File: src/rtl/src_control_unit.sv
// Hardwired fetch/execute micro-sequencer for the Mini-SRC CPU.
// Optional macro CU_MULDIV_EN enables the mul/div sequences; without it they run as nop.
module src_control_unit (
  input  logic        clk,
  input  logic        in_reset,
  input  logic        in_stop,
  input  logic [31:0] in_ir,
  input  logic        in_branch,
  output logic        out_run,
  output logic        out_clear,
  output logic        out_gra,
  output logic        out_grb,
  output logic        out_grc,
  output logic        out_ba_read,
  output logic        out_regfile_read,
  output logic        out_hi_read,
  output logic        out_lo_read,
  output logic        out_z_hi_read,
  output logic        out_z_lo_read,
  output logic        out_pc_read,
  output logic        out_mdr_read,
  output logic        out_inport_read,
  output logic        out_c_read,
  output logic        out_regfile_write,
  output logic        out_hi_write,
  output logic        out_lo_write,
  output logic        out_z_write,
  output logic        out_pc_write,
  output logic        out_mdr_write,
  output logic        out_ir_write,
  output logic        out_y_write,
  output logic        out_mar_write,
  output logic        out_outport_write,
  output logic        out_conff_write,
  output logic        out_mem_read,
  output logic        out_mem_write,
  output logic [3:0]  out_alu_opcode,
  output logic        out_mdr_select,
  output logic        out_inc_pc
);

  typedef enum logic [3:0] {
    S_RESET, S_T0, S_T1, S_T2, S_T3, S_T4, S_T5, S_T6, S_T7, S_T8, S_T9, S_HALT
  } state_t;

  typedef enum logic [3:0] {
    C_RTYPE, C_IMM, C_LDI, C_LD, C_ST, C_MULDIV, C_NEGNOT, C_BR,
    C_JR, C_JAL, C_IN, C_OUT, C_MFHI, C_MFLO, C_HALT, C_NOP
  } op_class_t;

  localparam logic [3:0] ALU_ADD = 4'd0;
  localparam logic [3:0] ALU_SUB = 4'd1;
  localparam logic [3:0] ALU_SHR = 4'd2;
  localparam logic [3:0] ALU_SHL = 4'd3;
  localparam logic [3:0] ALU_ROR = 4'd4;
  localparam logic [3:0] ALU_ROL = 4'd5;
  localparam logic [3:0] ALU_AND = 4'd6;
  localparam logic [3:0] ALU_OR  = 4'd7;
`ifdef CU_MULDIV_EN
  localparam logic [3:0] ALU_MUL = 4'd8;
  localparam logic [3:0] ALU_DIV = 4'd9;
`endif
  localparam logic [3:0] ALU_NEG = 4'd10;
  localparam logic [3:0] ALU_NOT = 4'd11;

  state_t     state;
  state_t     next_state;
  op_class_t  op_class;
  logic [3:0] op_alu;
  logic [4:0] opcode;
  logic       done;
  logic       unused_ir;

  assign opcode    = in_ir[31:27];
  assign unused_ir = ^in_ir[26:0];

  function automatic state_t step_after(input state_t s);
    case (s)
      S_T4:    step_after = S_T5;
      S_T5:    step_after = S_T6;
      S_T6:    step_after = S_T7;
      S_T7:    step_after = S_T8;
      S_T8:    step_after = S_T9;
      default: step_after = S_T0;
    endcase
  endfunction

  always_ff @(posedge clk) begin
    if (in_reset)
      state <= S_RESET;
    else
      state <= next_state;
  end

  // Opcode -> execute sequence family plus the ALU function it issues.
  always_comb begin
    op_class = C_NOP;
    op_alu   = ALU_ADD;
    case (opcode)
      5'b00000: op_class = C_LD;
      5'b00001: op_class = C_LDI;
      5'b00010: op_class = C_ST;
      5'b00011: begin op_class = C_RTYPE; op_alu = ALU_ADD; end
      5'b00100: begin op_class = C_RTYPE; op_alu = ALU_SUB; end
      5'b00101: begin op_class = C_RTYPE; op_alu = ALU_SHR; end
      5'b00110: begin op_class = C_RTYPE; op_alu = ALU_SHL; end
      5'b00111: begin op_class = C_RTYPE; op_alu = ALU_ROR; end
      5'b01000: begin op_class = C_RTYPE; op_alu = ALU_ROL; end
      5'b01001: begin op_class = C_RTYPE; op_alu = ALU_AND; end
      5'b01010: begin op_class = C_RTYPE; op_alu = ALU_OR;  end
      5'b01011: begin op_class = C_IMM;   op_alu = ALU_ADD; end
      5'b01100: begin op_class = C_IMM;   op_alu = ALU_AND; end
      5'b01101: begin op_class = C_IMM;   op_alu = ALU_OR;  end
`ifdef CU_MULDIV_EN
      5'b01110: begin op_class = C_MULDIV; op_alu = ALU_MUL; end
      5'b01111: begin op_class = C_MULDIV; op_alu = ALU_DIV; end
`endif
      5'b10000: begin op_class = C_NEGNOT; op_alu = ALU_NEG; end
      5'b10001: begin op_class = C_NEGNOT; op_alu = ALU_NOT; end
      5'b10010: op_class = C_BR;
      5'b10011: op_class = C_JR;
      5'b10100: op_class = C_JAL;
      5'b10101: op_class = C_IN;
      5'b10110: op_class = C_OUT;
      5'b10111: op_class = C_MFHI;
      5'b11000: op_class = C_MFLO;
      5'b11010: op_class = C_HALT;
      default:  op_class = C_NOP;
    endcase
  end

  always_comb begin
    out_run           = 1'b1;
    out_clear         = 1'b0;
    out_gra           = 1'b0;
    out_grb           = 1'b0;
    out_grc           = 1'b0;
    out_ba_read       = 1'b0;
    out_regfile_read  = 1'b0;
    out_hi_read       = 1'b0;
    out_lo_read       = 1'b0;
    out_z_hi_read     = 1'b0;
    out_z_lo_read     = 1'b0;
    out_pc_read       = 1'b0;
    out_mdr_read      = 1'b0;
    out_inport_read   = 1'b0;
    out_c_read        = 1'b0;
    out_regfile_write = 1'b0;
    out_hi_write      = 1'b0;
    out_lo_write      = 1'b0;
    out_z_write       = 1'b0;
    out_pc_write      = 1'b0;
    out_mdr_write     = 1'b0;
    out_ir_write      = 1'b0;
    out_y_write       = 1'b0;
    out_mar_write     = 1'b0;
    out_outport_write = 1'b0;
    out_conff_write   = 1'b0;
    out_mem_read      = 1'b0;
    out_mem_write     = 1'b0;
    out_alu_opcode    = ALU_ADD;
    out_mdr_select    = 1'b0;
    out_inc_pc        = 1'b0;
    next_state        = state;
    done              = 1'b0;

    case (state)
      S_RESET: begin
        out_clear  = 1'b1;
        next_state = S_T0;
      end
      // A stop request is only honoured at an instruction boundary.
      S_T0: begin
        if (in_stop) begin
          out_run    = 1'b0;
          next_state = S_HALT;
        end else begin
          out_pc_read   = 1'b1;
          out_mar_write = 1'b1;
          out_inc_pc    = 1'b1;
          next_state    = S_T1;
        end
      end
      S_T1: begin
        out_mem_read = 1'b1;
        next_state   = S_T2;
      end
      S_T2: begin
        out_mem_read   = 1'b1;
        out_mdr_select = 1'b1;
        out_mdr_write  = 1'b1;
        next_state     = S_T3;
      end
      S_T3: begin
        out_mdr_read = 1'b1;
        out_ir_write = 1'b1;
        next_state   = S_T4;
      end
      S_HALT: begin
        out_run    = 1'b0;
        next_state = S_HALT;
      end
      default: begin
        case (op_class)
          C_RTYPE, C_IMM: begin
            case (state)
              S_T4: begin
                out_grb = 1'b1; out_regfile_read = 1'b1; out_y_write = 1'b1;
              end
              S_T5: begin
                if (op_class == C_IMM) begin
                  out_c_read = 1'b1;
                end else begin
                  out_grc = 1'b1; out_regfile_read = 1'b1;
                end
                out_alu_opcode = op_alu; out_z_write = 1'b1;
              end
              S_T6: begin
                out_z_lo_read = 1'b1; out_gra = 1'b1; out_regfile_write = 1'b1; done = 1'b1;
              end
              default: done = 1'b1;
            endcase
          end
          // ldi/ld/st share the effective-address computation Rb(or 0)+C.
          C_LDI, C_LD, C_ST: begin
            case (state)
              S_T4: begin
                out_grb = 1'b1; out_ba_read = 1'b1; out_y_write = 1'b1;
              end
              S_T5: begin
                out_c_read = 1'b1; out_alu_opcode = ALU_ADD; out_z_write = 1'b1;
              end
              S_T6: begin
                out_z_lo_read = 1'b1;
                if (op_class == C_LDI) begin
                  out_gra = 1'b1; out_regfile_write = 1'b1; done = 1'b1;
                end else begin
                  out_mar_write = 1'b1;
                end
              end
              S_T7: begin
                if (op_class == C_LD) begin
                  out_mem_read = 1'b1;
                end else begin
                  out_gra = 1'b1; out_regfile_read = 1'b1; out_mdr_write = 1'b1;
                end
              end
              S_T8: begin
                if (op_class == C_LD) begin
                  out_mem_read = 1'b1; out_mdr_select = 1'b1; out_mdr_write = 1'b1;
                end else begin
                  out_mem_write = 1'b1; done = 1'b1;
                end
              end
              S_T9: begin
                out_mdr_read = 1'b1; out_gra = 1'b1; out_regfile_write = 1'b1; done = 1'b1;
              end
              default: done = 1'b1;
            endcase
          end
`ifdef CU_MULDIV_EN
          C_MULDIV: begin
            case (state)
              S_T4: begin
                out_gra = 1'b1; out_regfile_read = 1'b1; out_y_write = 1'b1;
              end
              S_T5: begin
                out_grb = 1'b1; out_regfile_read = 1'b1;
                out_alu_opcode = op_alu; out_z_write = 1'b1;
              end
              S_T6: begin
                out_z_lo_read = 1'b1; out_lo_write = 1'b1;
              end
              S_T7: begin
                out_z_hi_read = 1'b1; out_hi_write = 1'b1; done = 1'b1;
              end
              default: done = 1'b1;
            endcase
          end
`endif
          C_NEGNOT: begin
            if (state == S_T4) begin
              out_grb = 1'b1; out_regfile_read = 1'b1;
              out_alu_opcode = op_alu; out_z_write = 1'b1;
            end else begin
              out_z_lo_read = 1'b1; out_gra = 1'b1; out_regfile_write = 1'b1; done = 1'b1;
            end
          end
          // Target is PC+C; CON FF decides at T7 whether PC is reloaded.
          C_BR: begin
            case (state)
              S_T4: begin
                out_gra = 1'b1; out_regfile_read = 1'b1; out_conff_write = 1'b1;
              end
              S_T5: begin
                out_pc_read = 1'b1; out_y_write = 1'b1;
              end
              S_T6: begin
                out_c_read = 1'b1; out_alu_opcode = ALU_ADD; out_z_write = 1'b1;
              end
              default: begin
                if (in_branch) begin
                  out_z_lo_read = 1'b1; out_pc_write = 1'b1;
                end
                done = 1'b1;
              end
            endcase
          end
          C_JR: begin
            out_gra = 1'b1; out_regfile_read = 1'b1; out_pc_write = 1'b1; done = 1'b1;
          end
          C_JAL: begin
            if (state == S_T4) begin
              out_pc_read = 1'b1; out_grb = 1'b1; out_regfile_write = 1'b1;
            end else begin
              out_gra = 1'b1; out_regfile_read = 1'b1; out_pc_write = 1'b1; done = 1'b1;
            end
          end
          C_IN: begin
            out_inport_read = 1'b1; out_gra = 1'b1; out_regfile_write = 1'b1; done = 1'b1;
          end
          C_OUT: begin
            out_gra = 1'b1; out_regfile_read = 1'b1; out_outport_write = 1'b1; done = 1'b1;
          end
          C_MFHI: begin
            out_hi_read = 1'b1; out_gra = 1'b1; out_regfile_write = 1'b1; done = 1'b1;
          end
          C_MFLO: begin
            out_lo_read = 1'b1; out_gra = 1'b1; out_regfile_write = 1'b1; done = 1'b1;
          end
          default: done = 1'b1;
        endcase

        if (op_class == C_HALT)
          next_state = S_HALT;
        else
          next_state = done ? S_T0 : step_after(state);
      end
    endcase
  end

endmodule

File: config.mk
export PLATFORM = sky130hd
export DESIGN_NAME = src_control_unit
export DESIGN_NICKNAME = d
export VERILOG_FILES = /design/src/rtl/src_control_unit.sv
export SDC_FILE = /design/constraint.sdc
export NUM_CORES = 1
export LEC_CHECK = 0
export BUFFER_PORTS_ARGS = -buffer_cell sky130_fd_sc_hd__buf_2
export CAP_MARGIN = 40
export CORE_ASPECT_RATIO = 0.5
export CORE_MARGIN = 1
export CORE_UTILIZATION = 44
export CTS_CLUSTER_DIAMETER = 80
export CTS_CLUSTER_SIZE = 14
export DETAILED_ROUTE_END_ITERATION = 8
export GPL_TIMING_DRIVEN = 0
export PLACE_DENSITY_LB_ADDON = 0.05
export SLEW_MARGIN = 0
export SYNTH_ARGS = -nofsm -noshare
export SYNTH_HDL_FRONTEND = slang
export SYNTH_SLANG_ARGS = --single-unit
File: constraint.sdc
create_clock -name clk -period 2.3 [get_ports clk]
set_input_delay 0.46 -clock clk [delete_from_list [all_inputs] [get_ports clk]]
set_output_delay 0.46 -clock clk [all_outputs]
set_load 0.02 [all_outputs]
# Word level (Yosys, flattened, before mapping)
# Index checks and enable logic that the tools add are counted.
# classes
n_eq_ne	47
mux	91
reduce_logical	27
# ops
cell	count
1-bit two-way mux	58
4-bit one-hot mux with 14 select lines	1
5-bit == test, second input constant	10
4-bit == test, second input constant	11
4-bit one-hot mux with 9 select lines	1
5-bit by 4-bit == test with 1-bit output, second input constant	6
4-bit by 3-bit == test with 1-bit output, second input constant	7
5-bit OR reduction	5
4-bit two-way mux	6
1-bit one-hot mux with 2 select lines	12
4-bit one-hot mux with 6 select lines	1
5-bit by 3-bit == test with 1-bit output, second input constant	4
4-bit one-hot mux with 5 select lines	1
2-bit OR reduction	10
1-bit one-hot mux with 3 select lines	6
4-bit by 2-bit == test with 1-bit output, second input constant	4
1-bit one-hot mux with 5 select lines	3
3-bit OR reduction	5
5-bit by 2-bit == test with 1-bit output, second input constant	2
4-bit by 1-bit == test with 1-bit output, second input constant	2
4-bit logical NOT	2
4-bit one-hot mux with 2 select lines	1
8-bit OR reduction	1
7-bit OR reduction	1
other kinds (5)	5
# totals
ff_bits	4
in_bits	36
output_inout_bits	34
elab_cells	166

# Logic depth before layout (Yosys ltp)
# Gate-level depths: netlist of run 1.
# depth
ltp_word	11
depth_mapped	7

# Least setup slack after synthesis of run 1
# Ideal clock, no wire load.
# synth_timing
path_kind	input-to-output
start	input port in_ir[28]
end	output port out_alu_opcode[2]
arrival_time_ns	2.076
required_ns	1.840
slack_ns	-0.236
path_stages	5
path_buffers	0
cell_sequence	or4b_4 > nor3_4 > a21oi_1 > or3b_4 > nor3_2
# synth_via
elab_chain_len	7
word_cells_on_any_way	39
cone_classes	eq/ne (25); mux (6); reduce/logical (8)
# synth_rtl
item	line	rtl
from (decl)	7	input logic [31:0] in_ir,
5-bit by 4-bit == test with 1-bit output, or another cell as far along	99	case (opcode)
8-bit OR reduction (no line), or another cell as far along	-	
4-bit one-hot mux with 14 select lines	99	
4-bit by 1-bit == test with 1-bit output or 4-bit logical NOT (tied branches)	204	case (op_class)
2-bit OR reduction	204	
4-bit one-hot mux with 2 select lines *	204	
4-bit two-way mux *	167	case (state)
to (decl)	37	output logic [3:0] out_alu_opcode,
# Every way passes the cells marked *; elsewhere a longest branch is shown, timed or not.

# Worst setup path after layout of run 1
# layout_timing
start	input port in_ir[29]
end	output port out_alu_opcode[2]
# Same word-level chain as after synthesis.

==> summary.md, run 1 <==
| Metric | Value |
|---|---|
| Status | finished, violations left |
| Failing checks | setup timing |
| Max_cap viols | 0 |
| Placeable Area | between 0.002 and 0.0025 mm² |
| WL/cell | 16.58 µm |
| CP Data Arrival Time | about 2.0 ns |
| Overflow after GRT | 0 |
| Largest Register | state |
| Setup Viol. Count Final | 6 |
| Cell taking the most area after synthesis | dfxtp_1 |
| Met1 Wirelength | 2042 µm |
| Final Max Slew Viols | 0 |
| Crit path launch type | input port |
| CP Max Fanout | 3 |
| Vert. Die Dim | around 39 µm |
| Dpl cells | around 270 |
| Critical Path Sink Type | output port |
| Final worst path period need | 2.488 ns |
| Seq/Total Area, Yosys | 6.744% |
| Synth Register Bits | 4 |
| Post-Syn Area per Cell | 6.184 µm² |
| WHS | 0.5143 ns |
| Global-route usage over all layers | about a third |
| Final Cell Area | 0.001856 mm² |
| # IOs | 70 |
| Worst setup margin | -0.1880 ns |
| Root buffer cell | clkbuf_8 |
| Worst Hold Class | in -> reg |
| Slowest stage cell, crit path | or4b_4 |
| PortBufs | 39 |
| Residual DRC count | 0 |
| Reg clk slew, reported paths | 0.03 ns |
| Kind of critical path | in -> out |
| Final wirelength | 4643 µm |
| Power Density | 356.4 mW/mm² |
| Final Hold Viols | 0 |
| Top cell by count, worst path | nor3_4 |
| Hold Buf Count CTS | 0 |
| Top post-synthesis cells by area | dfxtp_1 6.7%, nor2_1 6.0%, a21oi_1 5.5% |
| Layout Skew | 0.001631 ns |
| Synth cell types | 56 |
| Layout area overhead | 56.27% |
| Number of global-route vias before repair | 1507 |
| CP peak stage delay | 0.55 ns |
| Max Fclk | 0.4019 GHz |
| Layout cells sized above 1 | between 40% and 50% |
| HPWL Detailed | 3141 µm |
| Vias after detailed routing | 1750 |
| Leak pwr | 0.7984 nW |
| Site Rows | 12 |
| Yosys warns | 0 |
| Setup repair after global routing missed its margin | true |
| Synthesized area | 0.001187 mm² |
| Antenna Nets Post-Route | 0 |
| Post-synth EDFFs | 0 |
| Synth Instances | about 190 |
| CTS tree | built |
| Power, Total | 0.6613 mW |
| Synth async-reset ratio | 0% |
| Gpl congestion | 0.8923 |
| Post-synth top area share | ~6.7% |
| Clk Latency, worst-skew pair | 0.21 ns |
| Placed cell area | 0.001488 mm² |
| Die width | 75.47 µm |
| Met3 wire length | 426 µm |
| Max VDD drop | roughly 0.47 mV |
| Number of H-tree levels | 1 |
| Initial Utilization | about half |
| Critical path, cell by cell | buf_8 -> or4b_4 -> nor3_4 -> a21oi_1 -> or3b_4 -> nor3_4 -> buf_6 |
| Largest register FFs | 4 |
| Vias/cell | 6.250 |
| Met2 wire len | 2046 µm |
| Biggest regs | state (4) |
| CTS sink count | 4 |
| First drt pass iteration count | 5 |
| Die area | 0.002923 mm² |
| Final nets | 283 |
| Max Buffers Root-to-Sink | 2 |
| Antenna Cells | 0 |
| Post-synth top flop | dfxtp_1 |
| First-pass GRT wire length | roughly 6900 µm |
| Largest net degree at the start of global routing | 11 |
| Highest routed layer | met4 |
| Layout Cells excl Fill | 280 |
| Final Core Density | just under 80% |
| Initial DRC count | 218 |
| Req. time, crit path | 1.84 ns |
| Tcrit/Tclk final | 108.2% |
| Initial antenna violation count | 0 |
| Number of CTS-inserted buffers | 3 |
per-stage QoR:
stage	TNS (ns)	setup WS (ns)
6_report	-0.8259	-0.1880
5_1_grt	-1.255	-0.2492
4_1_cts	-0.9334	-0.2278
3_5_place_dp	-3.283	-0.3874
3_3_place_gp	-3.179	-0.4118
2_1_floorplan	-0.5176	-0.1928
cell usage after synthesis (2+ instances only):
library cell,count
dfxtp_1,4
nand4_1,2
o211ai_1,2
o21bai_1,2
nand2_1,15
o21ai_0,12
or4_1,2
or2_2,2
a21o_1,2
buf_4,3
o22ai_1,5
buf_1,3
mux2_2,2
a22oi_1,2
buf_2,4
nor3_1,11
a211oi_1,4
or3_1,3
nor3b_1,2
o21a_1,3
nand2b_1,7
inv_1,4
a21oi_1,13
a31oi_1,5
nand3_1,7
and3_1,2
clkbuf_1,12
nor2b_1,7
o32ai_1,2
nor2_1,19
mux2i_1,3
nor4b_1,2
repair_timing:
item,in CTS,in global routing
pin swaps,12,11
setup endpoints to repair,20,16
cloned,0,1
setup buffers,8,2
resized for setup,49,37
layer usage:
metal / vias up / track usage (%)
li1: 820 / -
met1: 807 / 42.10
met2: 107 / 53.13
met3: 16 / 4.167
met4: 0 / 12.50
met5: - / 0
layout make-up:
type                       instances  area (µm²)
tap                               35       43.79
multi-input combinational        164        1170
clock buffer                       3       41.29
inverter                           4       15.01
sequential                         4       82.58
buffer                            20       166.4
fill                             181       516.7
timing repair buffer              50       336.6
report_power, final:
group / internal (mW) / total [mW] / leakage (nW) / switching [mW]
sequential: 0.0802 / 0.0930 / 0.0336 / 0.0128
clock: 0.111 / 0.144 / 0.0216 / 0.0325
combinational: 0.167 / 0.425 / 0.743 / 0.257
total: 0.359 / 0.661 / 0.798 / 0.302
cells by family after synthesis:
| family | count (synthesis) | share of synthesized area (%) |
|---|---|---|
| other | 1 | 0.3158 |
| AOI/OAI and AO/OA | 65 | 36.14 |
| xor gates and xnor gates | 1 | 0.7378 |
| muxes | 5 | 4.426 |
| DFF | 4 | 6.744 |
| buffers and inverters | 26 | 9.588 |
| and+or+nand+nor | 90 | 42.04 |
worst paths after layout:
check             startpoint                end  slack (ns)  cells past startpoint
hold reg to reg     state[0]           state[0]        0.77                      3
setup / recovery   in_ir[29]  out_alu_opcode[2]       -0.19                      7
hold / removal      in_reset           state[2]        0.51                      2
setup reg to reg    state[2]           state[1]        0.39                      6
worst max-delay path, delay by kind of cell:
family                 cells  cell delay (ns)
AO/OA/AOI/OAI              1             0.07
AND/OR/NAND/NOR            4             1.26
buffers and inverters      2             0.23
cell usage in the layout (no fill, tap or decap), types with 3 or more instances in the layout:
cell type	n
buf_2	31
nand2b_1	3
nor3_1	8
o22ai_1	5
buf_6	9
o21ai_0	12
clkbuf_8	4
mux2i_1	3
nor3_4	4
clkbuf_4	5
a21oi_1	12
nand2_1	14
nand3_1	6
buf_4	19
a211oi_1	3
nor2b_2	4
conb_1	3
inv_1	3
nand2b_4	3
nor2_1	14
o21a_1	3
nor2b_1	3
nor2_2	4
Power figures use the tool's default switching activity.
==> inputs of run 2 (changes only) <==
--- a/config.mk
+++ b/config.mk
@@ -13,7 +13,7 @@
 export CTS_CLUSTER_DIAMETER = 80
 export CTS_CLUSTER_SIZE = 14
 export DETAILED_ROUTE_END_ITERATION = 8
-export GPL_TIMING_DRIVEN = 0
+export GPL_TIMING_DRIVEN = 1
 export PLACE_DENSITY_LB_ADDON = 0.05
 export SLEW_MARGIN = 0
 export SYNTH_ARGS = -nofsm -noshare
==> run 2 against run 1 <==
  * The flow still finishes with violations (setup timing)
  * Die area is the same
  * Register-to-register slack lost 0.06 ns
  * Sequential power grew 4.6%
  * Routed wire length grew 11%
  * Highest routed layer unchanged
  * Sequential share of layout area shrank 0.27 points
  * Critical endpoint unchanged
  * Core utilization grew 6.3 points
  * Design area grew 8.1%
  * Via count grew 5.6%
==> summary.md, run 2 (synthesized netlist as in run 1, its figures left out) <==
| Metric | Value |
|---|---|
| Kind of critical path | in -> out |
| PortBufs | 39 |
| CP Data Arrival Time | approximately 2.0 ns |
| Largest register FFs | 4 |
| Initial Utilization | 50.05% |
| Delay-heaviest family, CP | simple AND/OR/NAND/NOR gates |
| Largest net degree at the start of global routing | 15 |
| Tcrit/Tclk final | 107.8% |
| Worst setup margin | -0.1788 ns |
| Failing checks | setup timing |
| Initial antenna violation count | 0 |
| Status | finished, violations left |
| Crit path launch type | input port |
| Site Rows | 12 |
| Setup Viol. Count Final | 4 |
| Residual DRC count | 0 |
| Most common cell after layout, fill and taps aside | buf_4 |
| Leak pwr | 0.8975 nW |
| Final Max Slew Viols | 0 |
| Power Density | 354.5 mW/mm² |
| Max Fclk | 0.4034 GHz |
| Vias/cell | about 6 |
| Slowest stage cell, crit path | or4b_4 |
| Global-route usage over all layers | 34.53% |
| Biggest regs | state (4) |
| Placeable Area | about 0.0024 mm² |
| Max VDD drop | about 0.59 mV |
| Hold Buf Count CTS | 0 |
| Layout Skew | roughly 0.0011 ns |
| Power, Total | 0.7111 mW |
| Final Hold Viols | 0 |
| CP Max Fanout | 3 |
| Largest Register | state |
| Max_cap viols | 0 |
| Final nets | slightly above 300 |
| Critical Path Sink Type | output port |
| Overflow after GRT | 0 |
| Initial DRC count | 164 |
| Req. time, crit path | 1.84 ns |
| Final TNS setup | -0.5474 ns |
| Root buffer cell | clkbuf_8 |
| Max Buffers Root-to-Sink | 2 |
| Buf/Inv on CP | 2 |
| Antenna Nets Post-Route | 0 |
| Critical path, cell by cell | buf_6 -> or4b_4 -> nor3_4 -> a21oi_1 -> or3b_4 -> nor3_4 -> buf_6 |
| WL/cell | roughly 17 µm |
| Layout cells sized above 1 | 50.76% |
| HPWL Detailed | 3687 µm |
| Final worst path period need | 2.479 ns |
| Number of global-route vias before repair | 1575 |
| Reg clk slew, reported paths | 0.03 ns |
| Vias after detailed routing | ~1800 |
| Most frequent cells in the layout | 49 x buf_4, 29 x buf_2, 14 x nor2_1, 14 x nand2_1, 12 x a21oi_1 |
| Worst Hold Class | in -> reg |
| CTS tree | built |
| Die area | 0.002923 mm² |
| CP peak stage delay | ~0.56 ns |
| Layout area overhead | 68.91% |
| WHS | 0.4819 ns |
| First drt pass iteration count | 5 |
| Clk Latency, worst-skew pair | 0.21 ns |
| # IOs | 70 |
| Final wirelength | between 5000 and 6000 µm |
| Die width | 75.47 µm |
| First-pass GRT wire length | 7424 µm |
| Number of CTS-inserted buffers | 3 |
| CTS sink count | 4 |
| Gpl congestion | about 0.95 |
| Setup repair after global routing missed its margin | true |
| Vert. Die Dim | 38.74 µm |
| Antenna Cells | 0 |
| Number of H-tree levels | 1 |
[run 2: changes by cell type in the layout (fill, tap and decap cells not counted), sizes merged]
cell	change
clkbuf	-10
buf	+29
[run 2: path summary, 6_finish.rpt]
kind	slack (ns)	from	end	cells after the start
setup / recovery	-0.18	in_ir[30]	out_alu_opcode[2]	7
hold / removal	0.48	in_reset	state[1]	2
setup reg to reg	0.33	state[2]	state[1]	7
hold reg to reg	0.63	state[0]	state[0]	2
[run 2: layer usage]
metal | GRT usage [%] | part of all wire (%) | vias to the layer above
met5 | 0 | 0 | -
met4 | 10.19 | 1.6 | 0
met3 | 2.083 | 8.9 | 16
met2 | 60.94 | 47 | 127
met1 | 45.88 | 43 | 849
li1 | - | - | 856
[run 2: report_power, final]
group	internal [mW]	switching (mW)	leakage, nW
clock network	0.112	0.0359	0.0216
registers	0.0809	0.0164	0.0339
logic	0.200	0.267	0.842
total	0.392	0.319	0.897
[run 2: area by class of cell]
class | count | area, µm²
multi-input combinational | 164 | 1167
timing repair buffer | 89 | 654.4
fill | 162 | 366.6
sequential | 4 | 83.83
tap | 35 | 43.79
clock buffer | 3 | 41.29
inverter | 4 | 15.01
[run 2: what timing repair did]
action                     4_1_cts  5_1_grt
pin swaps                        9        2
setup endpoints to repair        9       13
buffers inserted                 0        2
gates resized for setup         32       18
[run 2: worst register-to-register path, cell delays in order (launching register included)]
cell and delay [ns]:
dfxtp_2 0.36, buf_4 0.19, nor2b_2 0.25, buf_4 0.16, nand2_1 0.10, o22ai_1 0.24, nand4_1 0.27, a211oi_1 0.31
[run 2: per-stage QoR]
stage                     utilization, %  cells  worst slack (ns)  cell area, µm²
after floorplan                        -    194           -0.1928            1249
after global placement             74.79    294           -0.2785            1774
after detailed placement           74.79    294           -0.2872            1774
after CTS                          81.01    297           -0.1763            1922
after global routing               84.55    299           -0.2273            2006
final                              84.55    299           -0.1788            2006
==> inputs of run 3 (changes only) <==
--- a/config.mk
+++ b/config.mk
@@ -5,16 +5,17 @@
 export SDC_FILE = /design/constraint.sdc
 export NUM_CORES = 1
 export LEC_CHECK = 0
+export ABC_AREA = 1
 export BUFFER_PORTS_ARGS = -buffer_cell sky130_fd_sc_hd__buf_2
 export CAP_MARGIN = 40
-export CORE_ASPECT_RATIO = 0.5
 export CORE_MARGIN = 1
-export CORE_UTILIZATION = 44
+export CORE_UTILIZATION = 42
 export CTS_CLUSTER_DIAMETER = 80
 export CTS_CLUSTER_SIZE = 14
 export DETAILED_ROUTE_END_ITERATION = 8
 export GPL_TIMING_DRIVEN = 1
 export PLACE_DENSITY_LB_ADDON = 0.05
+export RECOVER_POWER = 25
 export SLEW_MARGIN = 0
 export SYNTH_ARGS = -nofsm -noshare
 export SYNTH_HDL_FRONTEND = slang
==> run 3 against run 2 <==
  * Largest power group unchanged
  * Sequential cell count did not move
  * Critical path type is now reg -> out
  * Total power grew 25%
  * Via count decreased by 19%
  * Worst hold slack got worse by 0.074 ns
  * The flow now finishes without violations
  * Sequential power rose by 32%
==> summary.md, run 3 <==
| Metric | Value |
|---|---|
| CTS sink count | 4 |
| Global-route usage over all layers | 25.52% |
| First-pass GRT wire length | 5257 µm |
| Crit path launch type | flop |
| Die width | ~51 µm |
| Synth cell types | 28 |
| Gpl congestion | between 0.9 and 1 |
| Final wirelength | between 3000 and 4000 µm |
| Final Max Slew Viols | 0 |
| Post-synth EDFFs | 0 |
| Root buffer cell | clkbuf_4 |
| PortBufs | 39 |
| Die area | 0.002648 mm² |
| Most common cell after layout, fill and taps aside | nand2_1 |
| CP Max Fanout | 8 |
| Final Hold Viols | 0 |
| # IOs | 70 |
| Worst Hold Class | in -> reg |
| Final worst path period need | 2.196 ns |
| CTS tree | built |
| Synthesized area | 0.001027 mm² |
| Switching Power | 0.5030 mW |
| Largest register FFs | 4 |
| Layout area overhead | 40.93% |
| Initial DRC count | 42 |
| Req. time, crit path | between 1.5 and 2 ns |
| Post-Syn Area per Cell | 4.892 µm² |
| WHS | 0.4076 ns |
| Seq/Total Area, Yosys | 7.795% |
| Setup Viol. Count Final | 0 |
| Final TNS setup | 0 ns |
| Vert. Die Dim | between 50 and 60 µm |
| Total setup buffers inserted after CTS | 0 |
| Max_cap viols | 0 |
| Max Buffers Root-to-Sink | 2 |
| Largest net degree at the start of global routing | 10 |
| Reg2Reg Depth | 10 |
| CP Data Arrival Time | about 1.7 ns |
| Number of CTS-inserted buffers | 3 |
| Largest Register | state |
| Vias after detailed routing | 1499 |
| Yosys warns | 0 |
| R2r setup slk | 0.33 ns |
| Max VDD drop | 0.4474 mV |
| RR Endpoint | state[1] |
| Cell taking the most area after synthesis | nand2_1 |
| Most instantiated library cell after synthesis | nand2_1 |
| Synth Register Bits | 4 |
| Hold EP | state[2] |
| Antenna Nets Post-Route | 0 |
| Antenna Cells | 0 |
| Tcrit/Tclk final | between 90% and 100% |
| Reg power frac | 14.5% |
| Vias/cell | roughly 5.1 |
| Number of global-route vias before repair | 1300 |
| HPWL Detailed | 2700 µm |
| Site Rows | 17 |
| Synth Instances | 210 |
| Int Power | 0.3831 mW |
| Worst r2r src | state[3] |
| WL/cell | roughly 11 µm |
| Synth async-reset ratio | 0% |
| Clock Power Share | about a tenth |
| Max Fclk | between 0.4 and 0.5 GHz |
| Setup repair after global routing missed its margin | true |
| Combinational power share | 75.9% |
| Reg clk slew, reported paths | 0.04 ns |
| Hold Crit Depth | 2 |
| Number of H-tree levels | 1 |
| Post-synth top area share | 17.54% |
| Top post-synthesis cells by area | nand2_1 18%, nor2_1 16%, inv_1 11% |
| Critical Path Sink Type | output port |
| Placeable Area | 0.002255 mm² |
| Hold Path Origin | in_reset |
| Power, Total | 0.8861 mW |
| Layout fillers | 255 |
| Kind of critical path | reg -> out |
| Residual DRC count | 0 |
| Overflow after GRT | 0 |
| First drt pass iteration count | 4 |
| Layout Skew | 0.0002053 ns |
| Post-synth top flop | dfxtp_1 |
| Synth top cells by count | 48 x nand2_1, 44 x nor2_1, 31 x inv_1, 16 x nand3_1 |
| Biggest regs | state (4) |
| Initial antenna violation count | 0 |
| Leak pwr | 0.8252 nW |
| Clk Latency, worst-skew pair | 0.23 ns |
| Most frequent cells in the layout | 46 x nand2_1, 38 x nor2_1, 31 x buf_2, 28 x inv_1, 19 x buf_4 |
| Final nets | 304 |
| Layout cells sized above 1 | about a third |
| Initial Utilization | 45.56% |
| Status | finished, final reports clean |
| Switching power share of the total | 56.76% |
| Power Density | 612.1 mW/mm² |
| Final Core Density | between 60% and 70% |
run 3: cell types whose count changed after synthesis, sizes merged, moves of 7 or more:
cell / before / now
nand2: 15 / 49
clkbuf: 12 / 0
nand2b: 7 / 0
nor2: 19 / 49
nor2b: 7 / 0
nor3: 13 / 5
inv: 4 / 36
nand3: 7 / 17
run 3: through the flow:
step / std cells / worst slack (ns) / instance area, µm²
6_report: 294 / 0.1036 / 1448
5_1_grt: 294 / -0.03757 / 1448
4_1_cts: 294 / 0.009258 / 1380
3_5_place_dp: 291 / 0.06245 / 1358
3_3_place_gp: 291 / 0.02980 / 1358
2_1_floorplan: 212 / 0.05808 / 1035
run 3: final cells by class:
cell class | instances | area [µm²] | share of cell area (%)
Multi-Input combinational cell | 166 | 842.1 | 58.17
Timing Repair Buffer | 56 | 327.8 | 22.64
Inverter | 37 | 138.9 | 9.594
Tap cell | 28 | 35.03 | 2.420
Sequential cell | 4 | 81.33 | 5.618
Clock buffer | 3 | 22.52 | 1.556
run 3: power groups by stage:
stage	sequential (mW)	clock, mW	combinational, mW
after floorplan	0.116	0	0.452
after global placement	0.123	0	0.646
after detailed placement	0.123	0	0.648
after CTS	0.122	0.0865	0.651
after global routing	0.131	0.0926	0.745
final	0.128	0.0853	0.673
run 3: worst max-delay path by stage:
| stage | start | to | slack, ns |
|---|---|---|---|
| after CTS | state[0] | out_gra | 0.009 |
| after global placement | in_ir[29] | out_pc_write | 0.03 |
| after detailed placement | in_ir[29] | out_pc_write | 0.06 |
| after global routing | state[3] | out_regfile_read | -0.04 |
| after floorplan | in_ir[29] | out_regfile_read | 0.06 |
| final | state[3] | out_gra | 0.10 |
run 3: timing repair:
action	in CTS	in global routing
gates resized for setup	0	27
hold buffers	0	0
endpoints found under the setup margin	0	7
run 3: logic make-up after synthesis:
| group | Yosys count | share of synthesized area, % |
|---|---|---|
| other | 1 | 0.3651 |
| buffers and inverters | 42 | 16.93 |
| AOI/OAI and AO/OA | 39 | 23.51 |
| and+or+nand+nor | 124 | 51.40 |
| DFF | 4 | 7.796 |
run 3: worst max-delay path: stages, from the launching register on:
cell	delay, ns
dfxtp_1	0.35
inv_1	0.09
nand2_2	0.14
inv_2	0.07
nand2_2	0.07
buf_4	0.15
inv_1	0.08
nor2_1	0.16
nor2_1	0.07
a31oi_1	0.13
buf_2	0.18
run 3: layer usage:
metal	global-route usage [%]	part of all wire (%)
met2	47.19	50
met1	31.16	45
met5	0	0
met3	3.274	5.5
met4	4.505	0
